<file path="config.mk">
export PLATFORM = sky130hd
export DESIGN_NAME = bcd_to_bin_seq
export DESIGN_NICKNAME = d
export VERILOG_FILES = /design/src/rtl/bcd_to_bin_seq.sv
export SDC_FILE = /design/constraint.sdc
export NUM_CORES = 1
export LEC_CHECK = 0
export BUFFER_PORTS_ARGS = -buffer_cell sky130_fd_sc_hd__buf_2
export CAP_MARGIN = 15
export CORE_MARGIN = 5
export CORE_UTILIZATION = 35
export DETAILED_ROUTE_END_ITERATION = 10
export GPL_ROUTABILITY_DRIVEN = 0
export PLACE_DENSITY = 0.54
export SLEW_MARGIN = 40
export SYNTH_ARGS = -nofsm -noshare
export SYNTH_HDL_FRONTEND = slang
export SYNTH_SLANG_ARGS = --single-unit
export TNS_END_PERCENT = 10
</file>
<file path="constraint.sdc">
create_clock -name clk -period 3.3 [get_ports clk]
set_input_delay 0.165 -clock clk [delete_from_list [all_inputs] [get_ports clk]]
set_output_delay 0.165 -clock clk [all_outputs]
set_load 0.03 [all_outputs]
</file>
<file path="src/rtl/bcd_to_bin_seq.sv">
// Sequential BCD-to-binary converter: one packed BCD word in, one binary result out,
// one digit per cycle MSD first. Optional signed output under BCD_TO_BIN_SIGN_EN.
module bcd_to_bin_seq #(
  parameter int DIGITS = 4,
  parameter int BIN_W  = 14
) (
  input  logic                clk,
  input  logic                reset,
  input  logic                in_valid,
  output logic                in_ready,
  input  logic [4*DIGITS-1:0] in_bcd,
  output logic                out_valid,
  input  logic                out_ready,
  output logic                out_err,
`ifdef BCD_TO_BIN_SIGN_EN
  input  logic                in_neg,
  output logic [BIN_W:0]      out_bin
`else
  output logic [BIN_W-1:0]    out_bin
`endif
);

`ifdef BCD_TO_BIN_SIGN_EN
  localparam int OUT_W = BIN_W + 1;
`else
  localparam int OUT_W = BIN_W;
`endif
  localparam int CNT_W = $clog2(DIGITS + 1);

  typedef enum logic [1:0] {IDLE, CONV, DONE} state_t;

  state_t              state_reg;
  logic [4*DIGITS-1:0] shift_reg;
  logic [BIN_W-1:0]    acc_reg;
  logic [BIN_W-1:0]    acc_next;
  logic [CNT_W-1:0]    cnt_reg;
  logic                err_reg;
  logic                err_next;
  logic [3:0]          digit;
  logic [OUT_W-1:0]    result_next;
`ifdef BCD_TO_BIN_SIGN_EN
  logic                neg_reg;
  logic [OUT_W-1:0]    mag;
`endif

  // Current digit is always the top nibble; the word shifts left after each step.
  assign digit    = shift_reg[4*DIGITS-1 -: 4];
  // acc*10 as (acc<<3)+(acc<<1); carries past BIN_W bits are dropped on purpose.
  assign acc_next = (acc_reg << 3) + (acc_reg << 1) + BIN_W'(digit);
  assign err_next = err_reg | (digit > 4'd9);

`ifdef BCD_TO_BIN_SIGN_EN
  assign mag         = {1'b0, acc_next};
  assign result_next = neg_reg ? (~mag + 1'b1) : mag;
`else
  assign result_next = acc_next;
`endif

  always_ff @(posedge clk) begin
    if (reset) begin
      state_reg <= IDLE;
      in_ready  <= 1'b1;
      out_valid <= 1'b0;
      out_bin   <= '0;
      out_err   <= 1'b0;
      acc_reg   <= '0;
      cnt_reg   <= '0;
      err_reg   <= 1'b0;
      shift_reg <= '0;
`ifdef BCD_TO_BIN_SIGN_EN
      neg_reg   <= 1'b0;
`endif
    end else begin
      case (state_reg)
        IDLE: begin
          if (in_valid && in_ready) begin
            shift_reg <= in_bcd;
            acc_reg   <= '0;
            err_reg   <= 1'b0;
            cnt_reg   <= '0;
            in_ready  <= 1'b0;
            state_reg <= CONV;
`ifdef BCD_TO_BIN_SIGN_EN
            neg_reg   <= in_neg;
`endif
          end
        end
        CONV: begin
          shift_reg <= shift_reg << 4;
          acc_reg   <= acc_next;
          err_reg   <= err_next;
          cnt_reg   <= cnt_reg + 1'b1;
          if (cnt_reg == CNT_W'(DIGITS - 1)) begin
            out_bin   <= result_next;
            out_err   <= err_next;
            out_valid <= 1'b1;
            state_reg <= DONE;
          end
        end
        DONE: begin
          // in_ready rises on the handshake edge, so the next accept is one edge later.
          if (out_ready) begin
            out_valid <= 1'b0;
            in_ready  <= 1'b1;
            state_reg <= IDLE;
          end
        end
        default: state_reg <= IDLE;
      endcase
    end
  end

endmodule

</file>
# == Word level (Yosys, flattened, before mapping) ==
# Index checks and enable logic that the tools add are counted.
# totals
register_bits,52
output_inout_bits,17
# classes
n_mux,17
n_reduce_logical,10
bitwise,1
n_lt_le_gt_ge,1
addsub,3
eq_ne,6
# op_table
operator,n
16-bit one-hot mux with 2 select lines,1
13-bit one-hot mux with 2 select lines,1
16-bit two-way mux,1
14-bit adder,1
14-bit by 4-bit adder with 14-bit output,1
13-bit two-way mux,1
3-bit AND reduction,3
2-bit two-way mux,3
2-bit inequality test (second input constant),3
1-bit one-hot mux with 2 select lines,3
2-bit one-hot mux with 3 select lines,1
3-bit one-hot mux with 2 select lines,1
2-bit nonzero test,3
4-bit greater-than comparator (second input constant),1
1-bit two-way mux,4
2-bit AND reduction,2
3-bit by 1-bit adder with 3-bit output (second input constant),1
3-bit by 2-bit == test with 1-bit output (second input constant),1
3-bit two-way mux,1
2-bit by 1-bit == test with 1-bit output (second input constant),1
2-bit == test (second input constant),1
2-bit logical NOT,1
1-bit logical AND,1
1-bit bitwise OR,1

# == Logic depth before layout (Yosys ltp) ==
# depth
word_depth,3
mapped_depth,9
ltp_nobuf,9

# == Worst setup path before layout ==
# OpenSTA, ideal clock, no wires.
# synth_path
path_kind,reg-to-reg
from,reg shift_reg[15]
to,reg acc_reg[11]
path_buffers,0
stages_incl_launch_ff,10
synth_period_minus_slack_ns,2.445
arrival_ns,2.366
setup_ns,0.079
required_time_ns,3.221
setup_slack_ns,0.855
path_cell_list,dfxtp_1 -> inv_1 -> fa_1 -> inv_1 -> ha_1 -> a21o_1 -> and4_2 -> o21a_1 -> a2111o_1 -> o211ai_1
# synth_via
elab_chain_cells,2
# synth_lines
item,line_no,rtl
from (decl),33,logic [4*DIGITS-1:0] shift_reg;
from (signal assigned),77,shift_reg <= in_bcd;
from (signal assigned),89,shift_reg <= shift_reg << 4;
14-bit by 4-bit adder with 14-bit output,49,assign acc_next = (acc_reg << 3) + (acc_reg << 1) + BIN_W'(digit);
13-bit one-hot mux with 2 select lines,74,case (state_reg)
to (signal assigned),90,acc_reg <= acc_next;
to (decl),34,logic [BIN_W-1:0] acc_reg;
# Every way passes these cells.
# A chain may end at the register's enable or synchronous reset.

# == Worst setup path after layout ==
# layout_path
from,reg shift_reg[15]
to,reg out_bin[11]
# layout_via
elab_chain_cells,1
# layout_lines
item,line_no,rtl
14-bit by 4-bit adder with 14-bit output,49,
to (signal assigned),94,out_bin <= result_next;
to (decl),19,output logic [BIN_W-1:0] out_bin
# Every way passes these cells.

==> results.ini <==
[cells_and_area]
antenna_cells = 0
largest_reg_flops = 16
areaGrowthSynthToFinish_pct = 11.98
utilization_pct = 40.25
fill_cells = 815
drive_gt1_share_pct = 15.08
finalNetCount = 403

[clock_tree]
cts.sinks = 52
cts_setup_buffers = 0
clk_latency_ns = 0.31
cts_buffers = 5
cts_buffer_depth = 2
cts_tree = built
postCtsHoldBufs = 0
cts-root-buf = clkbuf_8
clk_pin_slew_ns = 0.10
h-tree-depth = 2
cts_resized = 0

[global_routing]
grt_max_degree = 66
grt_pass1_vias = 2226
grt_overflow = 0
track_usage_pct = 13.26
antenna_found_initial = 0
grt_first_pass_wirelength_um = 10810

[route]
viasPerCell = 5.209
drt_iter0_drc = 112
drc = 0
totalWireLength_um = 6406
drt_first_pass_iters = 4
drtAntennaViolNets = 0
routedWlPerCell_um = 13.93
vias = 2396

[synthesis]
yosysTopAreaCellShare_pct = 37.48
synth_warnings = 0
ys_seq_area_share_pct = 37.48
postSynthCellCount = 332
syn-cell-area_um2 = 2778
synth_seq_cells = 52
ys_top_cells_by_area = dfxtp_1 (37%), ha_1 (11%), nand2_1 (5.9%), nor2_1 (5.8%), a21oi_1 (4.3%)
syn_nets = 378
yosysUniqueCellTypes = 45
syn-mean-instance-area_um2 = 8.366
yosysTopAreaCell = dfxtp_1

[setup_path]
crit_start = shift_reg[15]
path_cells = inv_1 > fa_1 > inv_1 > ha_1 > a21o_1 > and4_2 > o21a_1 > a2111o_1 > o211ai_1
cp-start-kind = register
cpLargestDelayFamily = compound AO/OA/AOI/OAI gates
r2r_cells = 9
crit_cells = 9
path_max_fanout = 5
slowest_stage = fa_1
slowest_delay_ns = 0.59
critPathKind = register to register
crit_arrival_ns = 2.83
worst_setup_path_end_kind = register
r2r_start = shift_reg[15]
path_buf_inv = 2
cpMostUsedCell = inv_1
required_ns = 3.53

[timing]
hold_violations = 0
period_share_pct = 78.85
rsz0062_at_grt = false
worst_slew_pin_slew_ns = 0.6343
fmax_ghz = 0.3843
setup-tns-final_ns = 0
slew_headroom_pct = 57.72
finalSetupViolations = 0
clock-skew-final_ns = 0.006571
slew_viol_final = 0
fin_ws_ns = 0.6980
finalCriticalPeriod_ns = 2.602

[die]
start_util_pct = 35.95
die_w_um = 99.09
dieArea_um2 = 9818
fp-row-count = 32
die_h_um = 99.09
core_um2 = 7727
pin_count = 37

[placement]
io_buffers = 36
pre_cts_slack_ns = 0.7494
hpwl_um = 4490

[hold_path]
hp-start = in_bcd[2]
min_path_cells = 3
hp-class = input pin to register

[power]
vdd_ir_drop_max_v = 0.0001859
power.density_nw_per_um2 = 393.1
p_leak_uw = 0.001327

[flow_run]
cap_violations = 0

[status]
status = finished, final reports clean

-- cell usage in the layout (no fill, tap or decap), drive strengths merged, types with 8 or more instances in the layout --
cell type	n
buf	39
nand3b	10
dfxtp	52
nor3	9
ha	24
nor2	43
a21oi	24
inv	9
o21ai	8
a22oi	10
nand2	44
a311oi	12
-- power breakdown --
part / internal [uW] / switching [uW] / leakage (uW)
logic: 63.1 / 105 / 0.000860
clock network: 151 / 227 / 0.0000445
registers: 656 / 20.5 / 0.000423
total: 870 / 353 / 0.00133
-- cell type report --
cell class	instances	area (um^2)	area share, %
Tap cell	102	127.6	4.103
Inverter	8	30.03	0.9654
Clock buffer	5	68.82	2.212
Clock inverter	3	21.27	0.6838
Sequential cell	52	1041	33.47
Multi-Input combinational cell	251	1617	51.97
Timing Repair Buffer	39	205.2	6.597
-- cells by family (layout without fill, tap and decap cells) --
group	count (synthesis)	count (layout)	synth area share, %
buffers and inverters	29	55	4.414
XOR/XNOR	4	4	1.261
AO/OA/AOI/OAI	83	83	21.26
AND/OR/NAND/NOR	138	138	23.33
flip-flops	52	52	37.48
adder cells (fa/ha/maj)	26	26	12.25
-- cell usage after synthesis (all sizes together) --
cell     number
a22oi        10
nor2b         4
a21boi        1
a32oi         2
inv           8
or3           6
a311oi       12
o21bai        1
nand4         3
o2111ai       2
nor3          9
nor2         43
o211ai        3
clkbuf       15
xnor2         4
o21ai         8
a211oi        2
dfxtp        52
and2          3
ha           24
nand2        44
or2b          1
and4          1
or2           4
a2111o        3
a31o          1
a21oi        24
fa            2
nand3         4
nand2b        5
o2111a        1
buf           6
nand3b       10
o311ai        6
o21a          2
and3          1
a21o          4
a311o         1
-- per-layer routing --
metal,up-vias,routed length [um],GRT usage [%]
met1,1102,3256,19.17
met3,4,302,2.548
met5,-,0,0
li1,1240,-,-
met2,50,2790,19.89
met4,0,56,3.992
-- worst min-delay path, cell delays in order --
cell and delay (ns):
buf_2 0.08, a22oi_1 0.06, nor2_1 0.07
-- worst paths after layout --
kind                        to  slack [ns]
setup / recovery   out_bin[11]        0.70
hold / removal    shift_reg[2]        0.10
setup reg to reg   out_bin[11]        0.70
hold reg to reg     out_bin[4]        0.46
-- metrics by stage --
step / area, um^2 / instances / hold WS (ns) / total power, uW
2_1_floorplan: 2778 / 332 / 0.3258 / 813.2
3_3_place_gp: 3015 / 452 / 0.4179 / 858.3
3_5_place_dp: 3020 / 452 / 0.4248 / 859.0
5_1_grt: 3110 / 460 / 0.1032 / 1291
6_report: 3110 / 460 / 0.1008 / 1223
4_1_cts: 3110 / 460 / 0.09354 / 1244
Note: power is estimated with default switching activity, not from simulation.
